### src/rtl/fwd_hazard_unit.sv
// rtl/fwd_hazard_unit.sv - operand forwarding select and load-use stall unit
module fwd_hazard_unit #(
    parameter int REG_AW     = 3,
    parameter int R0_IS_ZERO = 1,
    parameter int CNT_W      = 16
) (
    input  logic              clk,
    input  logic              rst,
    input  logic              id_valid,
    input  logic [REG_AW-1:0] id_rs1,
    input  logic [REG_AW-1:0] id_rs2,
    input  logic              id_rs1_used,
    input  logic              id_rs2_used,
    input  logic [REG_AW-1:0] id_rd,
    input  logic              id_wr_en,
    input  logic              id_is_load,
    input  logic              flush,
    output logic              stall,
    output logic [1:0]        fwd_a,
    output logic [1:0]        fwd_b,
    output logic [CNT_W-1:0]  stall_count
);

    typedef struct packed {
        logic              valid;
        logic [REG_AW-1:0] rd;
        logic              wr;
    } stage_t;

    stage_t ex_q, mem_q, wb_q;
    logic   ex_load_q;
    logic   id_advance;
    logic   load_hit;

    function automatic logic produces(input stage_t s, input logic [REG_AW-1:0] r);
        return s.valid && s.wr && (s.rd == r) && !((R0_IS_ZERO != 0) && (r == '0));
    endfunction

    // Youngest in-flight producer wins; the EX-load case never reaches here because it stalls.
    function automatic logic [1:0] fwd_sel(input logic used, input logic [REG_AW-1:0] r,
                                           input stage_t ex, input stage_t mem, input stage_t wb);
        if (!used)                 return 2'b00;
        else if (produces(ex, r))  return 2'b10;
        else if (produces(mem, r)) return 2'b01;
        else if (produces(wb, r))  return 2'b11;
        else                       return 2'b00;
    endfunction

    always_comb begin
        load_hit = ex_load_q && ((id_rs1_used && produces(ex_q, id_rs1)) ||
                                 (id_rs2_used && produces(ex_q, id_rs2)));
        stall      = !flush && id_valid && load_hit;
        id_advance = id_valid && !stall && !flush;
    end

    always_ff @(posedge clk) begin
        if (rst) begin
            ex_q        <= '0;
            mem_q       <= '0;
            wb_q        <= '0;
            ex_load_q   <= 1'b0;
            fwd_a       <= 2'b00;
            fwd_b       <= 2'b00;
            stall_count <= '0;
        end else begin
            wb_q  <= mem_q;
            mem_q <= ex_q;
            if (id_advance) begin
                ex_q      <= '{valid: 1'b1, rd: id_rd, wr: id_wr_en};
                ex_load_q <= id_is_load;
                fwd_a     <= fwd_sel(id_rs1_used, id_rs1, ex_q, mem_q, wb_q);
                fwd_b     <= fwd_sel(id_rs2_used, id_rs2, ex_q, mem_q, wb_q);
            end else begin
                ex_q      <= '0;
                ex_load_q <= 1'b0;
                fwd_a     <= 2'b00;
                fwd_b     <= 2'b00;
            end
            if (stall && (stall_count != '1))
                stall_count <= stall_count + CNT_W'(1);
        end
    end

endmodule

### config.mk
export PLATFORM = sky130hd
export DESIGN_NAME = fwd_hazard_unit
export DESIGN_NICKNAME = d
export VERILOG_FILES = /design/src/rtl/fwd_hazard_unit.sv
export SDC_FILE = /design/constraint.sdc
export NUM_CORES = 1
export LEC_CHECK = 0
export CAP_MARGIN = 20
export CORE_MARGIN = 3
export CORE_UTILIZATION = 50
export CTS_CLUSTER_DIAMETER = 100
export DETAILED_ROUTE_END_ITERATION = 12
export PLACE_DENSITY = 0.75
export SYNTH_ARGS = -nofsm -noshare
export SYNTH_HDL_FRONTEND = slang
export SYNTH_SLANG_ARGS = --single-unit
### constraint.sdc
create_clock -name clk -period 4.1 [get_ports clk]
set_input_delay 0.82 -clock clk [delete_from_list [all_inputs] [get_ports clk]]
set_output_delay 0.82 -clock clk [all_outputs]
set_load 0.03 [all_outputs]
; Word level (Yosys, flattened, before mapping)
; Index checks and enable logic that the tools add are counted.
[op_classes]
n_bitwise = 3
n_mux = 7
n_addsub = 1
eq_ne = 7
reduce_logical = 35
[op_table]
columns = op, count
row1 = logical AND 1 bit, 23
row2 = equality test 3 bit, 6
row3 = adder 16 x 1 -> 16 bit (second input constant), 1
row4 = inequality test 16 bit (second input constant), 1
row5 = 2-to-1 mux 2 bit, 6
row6 = OR reduction 4 bit, 2
row7 = logical NOT 3 bit, 2
row8 = OR reduction 3 bit, 2
row9 = 2-to-1 mux 5 bit, 1
row10 = logical NOT 1 bit, 4
row11 = NOT 1 bit, 3
row12 = OR reduction 2 bit, 1
row13 = logical OR 1 bit, 1
[totals]
regBits = 36
wordCells = 68
out_inout_bits = 21
inputBits = 17

; Depth between registers and ports, before layout
; Gate-level depths: netlist (run 1).
[logic_depth]
depth_word = 12
mapped_depth = 8
mapped_depth_nobuf = 6

; Worst setup path before layout (run 1)
; No wires, ideal clock.
[synth_timing]
kind = input to output
startpoint = input id_rs1[2]
endpoint = output stall
t_required_ns = 3.280
path_buffers = 3
arrival_time_ns = 2.420
path_stages = 7
slack_ns = 0.860
path_cell_list = buf_2 xor2_1 nor3_2 a22oi_1 buf_4 buf_2 nor3_1
[synth_between]
elab_chain_len = 7
elab_cells_between_ends = 9
classes_between = eq/ne (1) / reduce/logical (8)
[synth_lines]
columns = element, line_no
row1 = from (decl), 10  ; input logic [REG_AW-1:0] id_rs1,
row2 = equality test 3 bit / logical NOT 3 bit (equally long branches), 36  ; return s.valid && s.wr && (s.rd == r) && !((R0_IS_ZERO != 0) && (r == '0));
row3 = logical AND 1 bit / logical NOT 1 bit (equally long branches), 36
row4 = logical AND 1 bit (*), 36
row5 = logical AND 1 bit (*), 50  ; load_hit = ex_load_q && ((id_rs1_used && produces(ex_q, id_rs1)) ||
row6 = logical OR 1 bit (*), 50
row7 = logical AND 1 bit (*), 50
row8 = logical AND 1 bit (*), 52  ; stall = !flush && id_valid && load_hit;
row9 = to (decl), 18  ; output logic stall,
; Mark *: on every way between the ends. The rest lies on a longest branch, timed or not.

; Final worst setup path (run 1)
[layout_timing]
startpoint = input id_rs2[2]
endpoint = output stall
[layout_between]
elab_chain_len = 7
elab_cells_between_ends = 9
classes_between = eq/ne (1) / reduce/logical (8)
[layout_lines]
columns = element, line_no
row1 = from (decl), 11  ; input logic [REG_AW-1:0] id_rs2,
row2 = equality test 3 bit / logical NOT 3 bit (equally long branches), 36
row3 = logical AND 1 bit / logical NOT 1 bit (equally long branches), 36
row4 = logical AND 1 bit (*), 36
row5 = logical AND 1 bit (*), 51  ; (id_rs2_used && produces(ex_q, id_rs2)));
row6 = logical OR 1 bit (*), 50
row7 = logical AND 1 bit (*), 50
row8 = logical AND 1 bit (*), 52
; Marks and branches as above.

==> reports/results.ini, run 1 <==
[placed_design]
placed_cell_area_um2 = 2250
io_buffer_count = 37
gp_congestion = 0.857
dpl.hpwl_um = 2950

[yosys]
postSynthAreaPerCell_um2 = 8.86
syn_area_um2 = 1890
synth_warnings = 0
synth_top_cell_area_share_pct = 38.2
synth_cell_type_count = 43
yosys_register_bits = 36
syn-instance-count = 213
synthFlopType = dfxtp_1
synth_edf_count = 0
synthArstFlopShare_pct = 0
syn-num-nets = 231
ys_seq_area_share_pct = 38.2
ys_top_cells_by_area = dfxtp_1, nor2b_1, a21oi_1
synth_area_leader_cell = dfxtp_1

[worst_setup_path]
worstPathRequired_ps = 3280
path_cells = clkdlybuf4s50_1, xor2_1, nor3_1, a22oi_1, nor3_1, clkdlybuf4s50_1
start_kind = input port
r2r-start = stall_count[7]
reg2reg_slack_ps = 2000
slowest_delay_ps = 710
crit_type = in2out
path_max_fanout = 8
worstPathArrival_ps = 2930
slowest_stage = clkdlybuf4s50_1
endpoint_kind = output port
startpoint = id_rs2[2]

[cts]
clock-sinks = 36
post_cts_buffers = 0
cts_tree = built
clk_path_buf_depth = 2
insertion_delay_ps = 290
root_buffer = clkbuf_8
hold_buffers = 0
cts_resized = 0
numCtsBuffers = 5
clk_pin_slew_ps = 70
htree_levels = 2

[layout]
syn2layout_area_growth_pct = 25.1
fillerInstances = 301
drive_gt1_share_pct = 9.72
final_nets = 264
fin_area_um2 = 2360
diodes = 0

[pwr]
ir_drop_mv = 0.240
switching_power_w = 0.000156
switching_share_pct = 21.9
internal_power_w = 0.000559
p_comb_share_pct = 6.9
power_leakage_nw = 0.773
power_frac_seq_pct = 49.8
clockPowerShare_pct = 43.3
power_density_nw_per_um2 = 303

[sta]
period_minus_slack_ps = 3750
setup_tns_ps = 0
skew_ps = 7.60
maxSlewViolCount = 0
slew_headroom_pct = 72.0
fin_crit_sh_pct = 91.5
rsz0062_at_grt = false
max_freq_mhz = 267
finalHoldViolCount = 0
setup_violations = 0
worstMarginPinSlew_ps = 418

[routing]
vias = 1646
drt_first_pass_iters = 4
drt_iter0_drc = 123
drc = 0
antenna_left = 0
wire_per_inst_um = 13.6
drt-total-wl_um = 3980
vias_per_cell = 5.62

[die]
core_area_um2 = 3490
die_area_um2 = 4550
ioPinCount = 38
die_x_um = 67.4
row_count = 21
start_util_pct = 54.0
die_h_um = 67.4

[status]
status = finished, final reports clean

[global_route]
grt_pass1_wl_um = 6650
grt_remaining_overflow = 0
grt_pass1_vias = 1419
grt_use_total_pct = 19.4
grt_max_degree = 29
antenna_found_initial = 0

[worst_hold_path]
holdCritStartpoint = ex_q[0]
hp-class = reg2reg

[run]
drv_cap = 0

state kept, by name (all words and copies together) (netlist names):
signal / flops
ex_load_q: 1
ex_q: 5
fwd_a: 2
fwd_b: 2
mem_q: 5
stall_count: 16
wb_q: 5
layer usage:
layer,global-route usage [%],vias up,routed length (um)
li1,-,836,-
met1,28.2,762,2050
met2,27.0,40,1660
met3,6.16,8,223
met4,5.82,0,44
met5,0,-,0
cells in the final DEF, fill, tap and decap left out, types with 7 or more instances in the layout:
cell type	instances
or4_1	8
dfxtp_1	36
o21ai_0	9
a21oi_1	14
nor2_1	12
xor2_1	7
clkdlybuf4s50_1	37
nand4_1	8
nand3_1	11
nor2b_1	15
xnor2_1	7
nand2_1	12
worst max-delay path, delay by kind of cell:
family / cells / cell delay (ps)
buffers and inverters: 2 / 1280
AND/OR/NAND/NOR: 2 / 460
XOR/XNOR: 1 / 230
AO/OA/AOI/OAI: 1 / 140
through the flow:
stage	hold slack (ps)	setup slack (ps)	util (%)	instances	power [W]
floorplan	438	860	-	213	0.000391
global placement	449	362	64.4	285	0.000412
detailed placement	448	349	64.4	285	0.000413
CTS	469	340	67.6	293	0.000724
global route	487	188	67.6	293	0.000746
finish	467	348	67.6	293	0.000715
cell families (layout without fill, tap and decap cells):
family	after synthesis	count (layout)	synth area share, %
simple gates	103	103	33.8
compound gates	38	38	12.3
flops	36	36	38.2
buf+inv	16	50	4.84
xor+xnor	14	14	6.50
mux	5	5	3.71
fa+ha+maj	1	1	0.663
final timing paths:
| path | endpoint | cells past startpoint |
|---|---|---|
| setup / recovery | stall | 6 |
| hold / removal | mem_q[0] | 1 |
| setup reg to reg | stall_count[8] | 5 |
| hold reg to reg | mem_q[0] | 1 |
power by group through the flow:
stage | registers (W) | clock network (W) | logic, W
floorplan | 0.000363 | 0 | 0.0000287
global placement | 0.000364 | 0 | 0.0000483
detailed placement | 0.000364 | 0 | 0.0000490
CTS | 0.000356 | 0.000319 | 0.0000493
global route | 0.000356 | 0.000336 | 0.0000539
finish | 0.000356 | 0.000310 | 0.0000492
cell usage after synthesis, types with 6 or more instances:
library cell / instances
dfxtp_1: 36
nor2b_1: 15
a21oi_1: 14
nand2_1: 12
nor2_1: 12
nand3_1: 11
o21ai_0: 9
nand4_1: 8
or4_1: 8
xnor2_1: 7
xor2_1: 7
and2_1: 6
o31ai_1: 6
layout make-up:
type / count / area [um2] / share of cell area [%]
Clock buffer: 5 / 68.8 / 2.91
Sequential cell: 36 / 721 / 30.5
Clock inverter: 3 / 42.5 / 1.80
Tap cell: 46 / 57.6 / 2.44
Inverter: 3 / 11.3 / 0.477
Multi-Input combinational cell: 161 / 1070 / 45.5
Timing Repair Buffer: 39 / 385 / 16.3
Note: power is estimated with default switching activity, not from simulation.
==> run 2, diff against run 1 <==
--- a/config.mk
+++ b/config.mk
@@ -11,6 +11,7 @@
 export CTS_CLUSTER_DIAMETER = 100
 export DETAILED_ROUTE_END_ITERATION = 12
 export PLACE_DENSITY = 0.75
+export RECOVER_POWER = 50
 export SYNTH_ARGS = -nofsm -noshare
 export SYNTH_HDL_FRONTEND = slang
 export SYNTH_SLANG_ARGS = --single-unit
==> reports/results.ini, run 2 (synthesis gave the netlist of run 1 again) <==
[layout]
regArea_um2 = 721  ; unchanged
final_common_cell = dfxtp_1
syn2layout_area_growth_pct = 24.9
multi_input_area_um2 = 1070  ; unchanged
diodes = 0  ; unchanged
fin_cells = 293  ; unchanged
final_nets = 264  ; unchanged
fillerInstances = 303  ; +0.66%
mostFrequentLayoutCells = dfxtp_1, dlygate4sd3_1, clkdlybuf4s50_1
drive_gt1_share_pct = 9.31  ; -0.40 points
largest_register_ffs = 16  ; unchanged
largest-register = stall_count
fin_area_um2 = 2360  ; -0.16%

[global_route]
grt_use_total_pct = 19.4  ; unchanged
grt_pass1_wl_um = 6650  ; unchanged
antenna_found_initial = 0  ; unchanged
grt_pass1_vias = 1419  ; unchanged
grt_remaining_overflow = 0  ; unchanged
grt_max_degree = 29  ; unchanged

[die]
die_area_um2 = 4550  ; unchanged
core_area_um2 = 3490  ; unchanged
row_count = 21  ; unchanged
die_x_um = 67.4  ; unchanged
start_util_pct = 54.0  ; unchanged
ioPinCount = 38  ; unchanged
die_h_um = 67.4  ; unchanged

[sta]
worstMarginPinSlew_ps = 963  ; +545 ps
fin_crit_sh_pct = 91.5  ; about the same
setup_tns_ps = 0  ; unchanged
max_freq_mhz = 266  ; about the same
hold_slack_ps = 467  ; -0.0330 ps
rsz0062_at_grt = false
slew_headroom_pct = 35.8  ; -36 points
period_minus_slack_ps = 3750  ; +0.366 ps
skew_ps = 8.89  ; +1.29 ps
maxSlewViolCount = 0  ; unchanged
finalHoldViolCount = 0  ; unchanged
setup_violations = 0  ; unchanged

[pwr]
p_comb_share_pct = 6.8  ; about the same
internal_power_w = 0.000558  ; about the same
power_density_nw_per_um2 = 304  ; +0.24%
switching_share_pct = 22.0  ; +0.14 points
clockPowerShare_pct = 43.4  ; about the same
switching_power_w = 0.000157  ; +0.71%
power_frac_seq_pct = 49.8  ; about the same
power_leakage_nw = 0.834  ; +7.9%
ir_drop_mv = 0.240  ; +0.13%

[routing]
drt_iter0_drc = 121  ; -1.6%
wire_per_inst_um = 13.6  ; -0.20%
drc = 0  ; unchanged
drt_first_pass_iters = 5  ; +1
vias_per_cell = 5.64  ; +0.43%
antenna_left = 0  ; unchanged
vias = 1653  ; +0.43%
drt-total-wl_um = 3970  ; -0.20%

[worst_setup_path]
r2r_end = stall_count[8]
path_max_fanout = 8  ; unchanged
r2r-start = stall_count[7]
critical_path_buf_inv_count = 2  ; unchanged
path_cells = clkdlybuf4s50_1, xor2_1, nor3_1, a22oi_1, nor3_1, clkdlybuf4s50_1
start_kind = input port
reg2reg_slack_ps = 2000  ; about the same
startpoint = id_rs2[2]
slowest_stage = clkdlybuf4s50_1
worstPathArrival_ps = 2930  ; about the same
crit_cells = 6  ; unchanged
slowest_delay_ps = 710  ; about the same
worstPathRequired_ps = 3280  ; about the same
crit_type = in2out
cp_top_family = buffers and inverters
endpoint_kind = output port
r2r_cells = 5  ; unchanged

[cts]
numCtsBuffers = 5  ; unchanged
htree_levels = 2  ; unchanged
hold_buffers = 0  ; unchanged
clk_pin_slew_ps = 70  ; about the same
cts_resized = 0  ; unchanged
insertion_delay_ps = 290  ; about the same
cts_tree = built
clock-sinks = 36  ; unchanged
post_cts_buffers = 0  ; unchanged
root_buffer = clkbuf_8
clk_path_buf_depth = 2  ; unchanged

[worst_hold_path]
hold_depth = 1  ; unchanged
holdCritStartpoint = ex_q[0]
whs_endpoint = mem_q[0]
hp-class = reg2reg

[placed_design]
dp_cells = 285  ; unchanged
gp_congestion = 0.857  ; unchanged
placed_cell_area_um2 = 2250  ; unchanged
dpl.hpwl_um = 2950  ; unchanged
io_buffer_count = 37  ; unchanged

[run]
drv_cap = 0  ; unchanged

[status]
status = finished, final reports clean

==> run 2: cell types whose count changed in the layout (fill, tap and decap cells not counted) <==
cell	before	now
buf_4	2	1
dlygate4sd3_1	0	19
clkdlybuf4s50_1	37	18
clkbuf_1	0	1
==> run 2: worst register-to-register path, delay by kind of cell (launching register included) <==
family	cells	cell delay (ps)
multiplexers	1	300
flip-flops	1	470
AND/OR/NAND/NOR	4	1220
==> run 2: final cells by class <==
type	instances	share of cell area (%)
Multi-Input combinational cell	161	45.6
Sequential cell	36	30.6
Timing Repair Buffer	39	16.2
Clock buffer	5	2.92
Tap cell	46	2.44
Clock inverter	3	1.80
Inverter	3	0.478
==> run 2: worst max-delay path by stage <==
stage                     slack (ps)     to
after floorplan                  860  stall
after global placement           360  stall
after CTS                        340  stall
after global routing             190  stall
after detailed placement         350  stall
final                            350  stall
==> run 2: power by group through the flow <==
stage	Sequential, W	Clock, W	Combinational [W]
global placement	0.000364	0	0.0000483
finish	0.000356	0.000311	0.0000485
CTS	0.000356	0.000319	0.0000493
global route	0.000356	0.000336	0.0000534
detailed placement	0.000364	0	0.0000490
floorplan	0.000363	0	0.0000287
==> run 2: through the flow <==
step | utilization, % | worst slack [ps] | total power (W)
after global placement | 64.4 | 362 | 0.000412
after floorplan | - | 860 | 0.000391
after global routing | 67.5 | 188 | 0.000745
after detailed placement | 64.4 | 349 | 0.000413
after CTS | 67.6 | 340 | 0.000724
final | 67.5 | 348 | 0.000715
==> run 2: layer usage <==
metal,GRT usage (%),part of all wire [%]
met1,28.2,52
met2,27.0,42
met4,5.82,1.1
met5,0,0
met3,6.16,5.5
==> run 3, diff against run 2 <==
==> constraint.sdc (replaced) <==
create_clock -name clk -period 4.1 [get_ports clk]
set_input_delay 1.025 -clock clk [delete_from_list [all_inputs] [get_ports clk]]
set_output_delay 1.025 -clock clk [all_outputs]
set_load 0.03 [all_outputs]
==> reports/results.ini, run 3 (synthesis gave the netlist of run 1 again) <==
[status]
status = finished, final reports clean

[die]
row_count = 21  ; unchanged
ioPinCount = 38  ; unchanged
start_util_pct = 54.0  ; unchanged
die_area_um2 = 4550  ; unchanged
die_h_um = 67.4  ; unchanged
die_x_um = 67.4  ; unchanged
core_area_um2 = 3490  ; unchanged

[placed_design]
preCtsSetupSlack_ps = 54.2  ; -295 ps
gp_congestion = 0.840  ; -1.9%
dpl.hpwl_um = 3080  ; +4.5%
io_buffer_count = 37  ; unchanged

[worst_setup_path]
path_cells = clkdlybuf4s50_1, xor2_1, nor3_1, a22oi_1, nor3_1, dlymetal6s2s_1
path_max_fanout = 3  ; -5
slowest_stage = clkdlybuf4s50_1
endpoint_kind = output port
worstPathRequired_ps = 3070  ; -210 ps
startpoint = id_rs2[2]
critical_path_buf_inv_count = 2  ; unchanged
start_kind = input port
cp_top_family = buffers and inverters
cp_common_cell = nor3_1
crit_type = in2out
r2r-start = stall_count[7]
worstPathArrival_ps = 2620  ; -310 ps
slowest_delay_ps = 460  ; -250 ps

[routing]
drt_iter0_drc = 130  ; +7.4%
vias_per_cell = 5.60  ; -0.76%
drt_first_pass_iters = 4  ; -1
wire_per_inst_um = 13.6  ; +0.16%
drt-total-wl_um = 4060  ; +2.2%
drc = 0  ; unchanged
antenna_left = 0  ; unchanged
vias = 1674  ; +1.3%

[sta]
worstMarginPinSlew_ps = 743  ; -220 ps
maxSlewViolCount = 0  ; unchanged
finalHoldViolCount = 0  ; unchanged
slew_headroom_pct = 50.4  ; +15 points
hold_slack_ps = 471  ; +4.31 ps
fin_crit_sh_pct = 89.0  ; -2.5 points
max_freq_mhz = 274  ; +2.8%
setup_violations = 0  ; unchanged
period_minus_slack_ps = 3650  ; -104 ps
setup_tns_ps = 0  ; unchanged
finalWorstSetupSlack_ps = 451  ; +104 ps
skew_ps = 5.35  ; -3.54 ps
rsz0062_at_grt = false

[global_route]
grt_remaining_overflow = 0  ; unchanged
antenna_found_initial = 0  ; unchanged
grt_use_total_pct = 19.7  ; +0.28 points
grt_pass1_wl_um = 6660  ; +0.11%
grt_max_degree = 29  ; unchanged
grt_pass1_vias = 1446  ; +1.9%

[layout]
largest-register = stall_count
utilization_pct = 68.8  ; +1.4 points
syn2layout_area_growth_pct = 27.5
diodes = 0  ; unchanged
final_nets = 270  ; +2.3%
mostFrequentLayoutCells = dfxtp_1, dlygate4sd3_1, clkdlybuf4s50_1
largest_register_ffs = 16  ; unchanged
final_common_cell = dfxtp_1
drive_gt1_share_pct = 11.5  ; +2.2 points

[cts]
numCtsBuffers = 5  ; unchanged
insertion_delay_ps = 290  ; about the same
clock-sinks = 36  ; unchanged
hold_buffers = 0  ; unchanged
cts_resized = 0  ; unchanged
clk_path_buf_depth = 2  ; unchanged
cts_tree = built
htree_levels = 2  ; unchanged
clk_pin_slew_ps = 70  ; about the same
post_cts_buffers = 0  ; unchanged
root_buffer = clkbuf_8

[run]
drv_cap = 0  ; unchanged

[pwr]
power_frac_seq_pct = 49.6  ; -0.2 points
switching_power_w = 0.000157  ; -0.52%
clockPowerShare_pct = 43.1  ; -0.3 points
power_leakage_nw = 0.882  ; +5.7%
ir_drop_mv = 0.242  ; +0.62%
p_comb_share_pct = 7.3  ; +0.5 points
switching_share_pct = 21.8  ; -0.20 points
finalPower_w = 0.000718  ; +0.40%
power_density_nw_per_um2 = 299  ; -1.6%
internal_power_w = 0.000562  ; +0.66%

[worst_hold_path]
holdCritStartpoint = ex_q[4]
hp-class = reg2reg

run 3: area by class of cell:
cell class / instances / area [um2]
clock inverter: 3 / 42.5
fill: 293 / 1090
multi-input combinational: 161 / 1070
inverter: 3 / 11.3
sequential: 36 / 721
clock buffer: 5 / 68.8
tap: 46 / 57.6
timing repair buffer: 45 / 429
run 3: final timing paths:
| path | end | slack (ps) | cells after the start |
|---|---|---|---|
| setup reg to reg | stall_count[6] | 1990 | 5 |
| hold / removal | mem_q[4] | 470 | 1 |
| hold reg to reg | mem_q[4] | 470 | 1 |
| setup / recovery | stall | 450 | 6 |
run 3: layer usage:
layer  up-vias  wire (um)  global-route usage, %
li1        846          -                      -
met1       773       2020                   27.5
met2        48       1790                   29.2
met3         7        200                   4.99
met4         0         55                   6.84
met5         -          0                      0
run 3: stage by stage:
stage	area, um2	std cells
after floorplan	1890	213
after global routing	2400	299
after global placement	2290	291
after CTS	2410	299
final	2400	299
after detailed placement	2290	291
run 3: power by group through the flow:
stage | sequential [W] | combinational [W] | clock, W
after floorplan | 0.000363 | 0.0000287 | 0
after global placement | 0.000364 | 0.0000526 | 0
after detailed placement | 0.000364 | 0.0000533 | 0
after CTS | 0.000356 | 0.0000536 | 0.000315
after global routing | 0.000356 | 0.0000581 | 0.000331
final | 0.000356 | 0.0000528 | 0.000309
run 3: worst reg2reg max path: stages, from the launching register on:
cell and delay, ps:
dfxtp_1 460, nand4_1 190, or4_1 670, nand3_2 270
nor3b_2 100, mux2_4 310
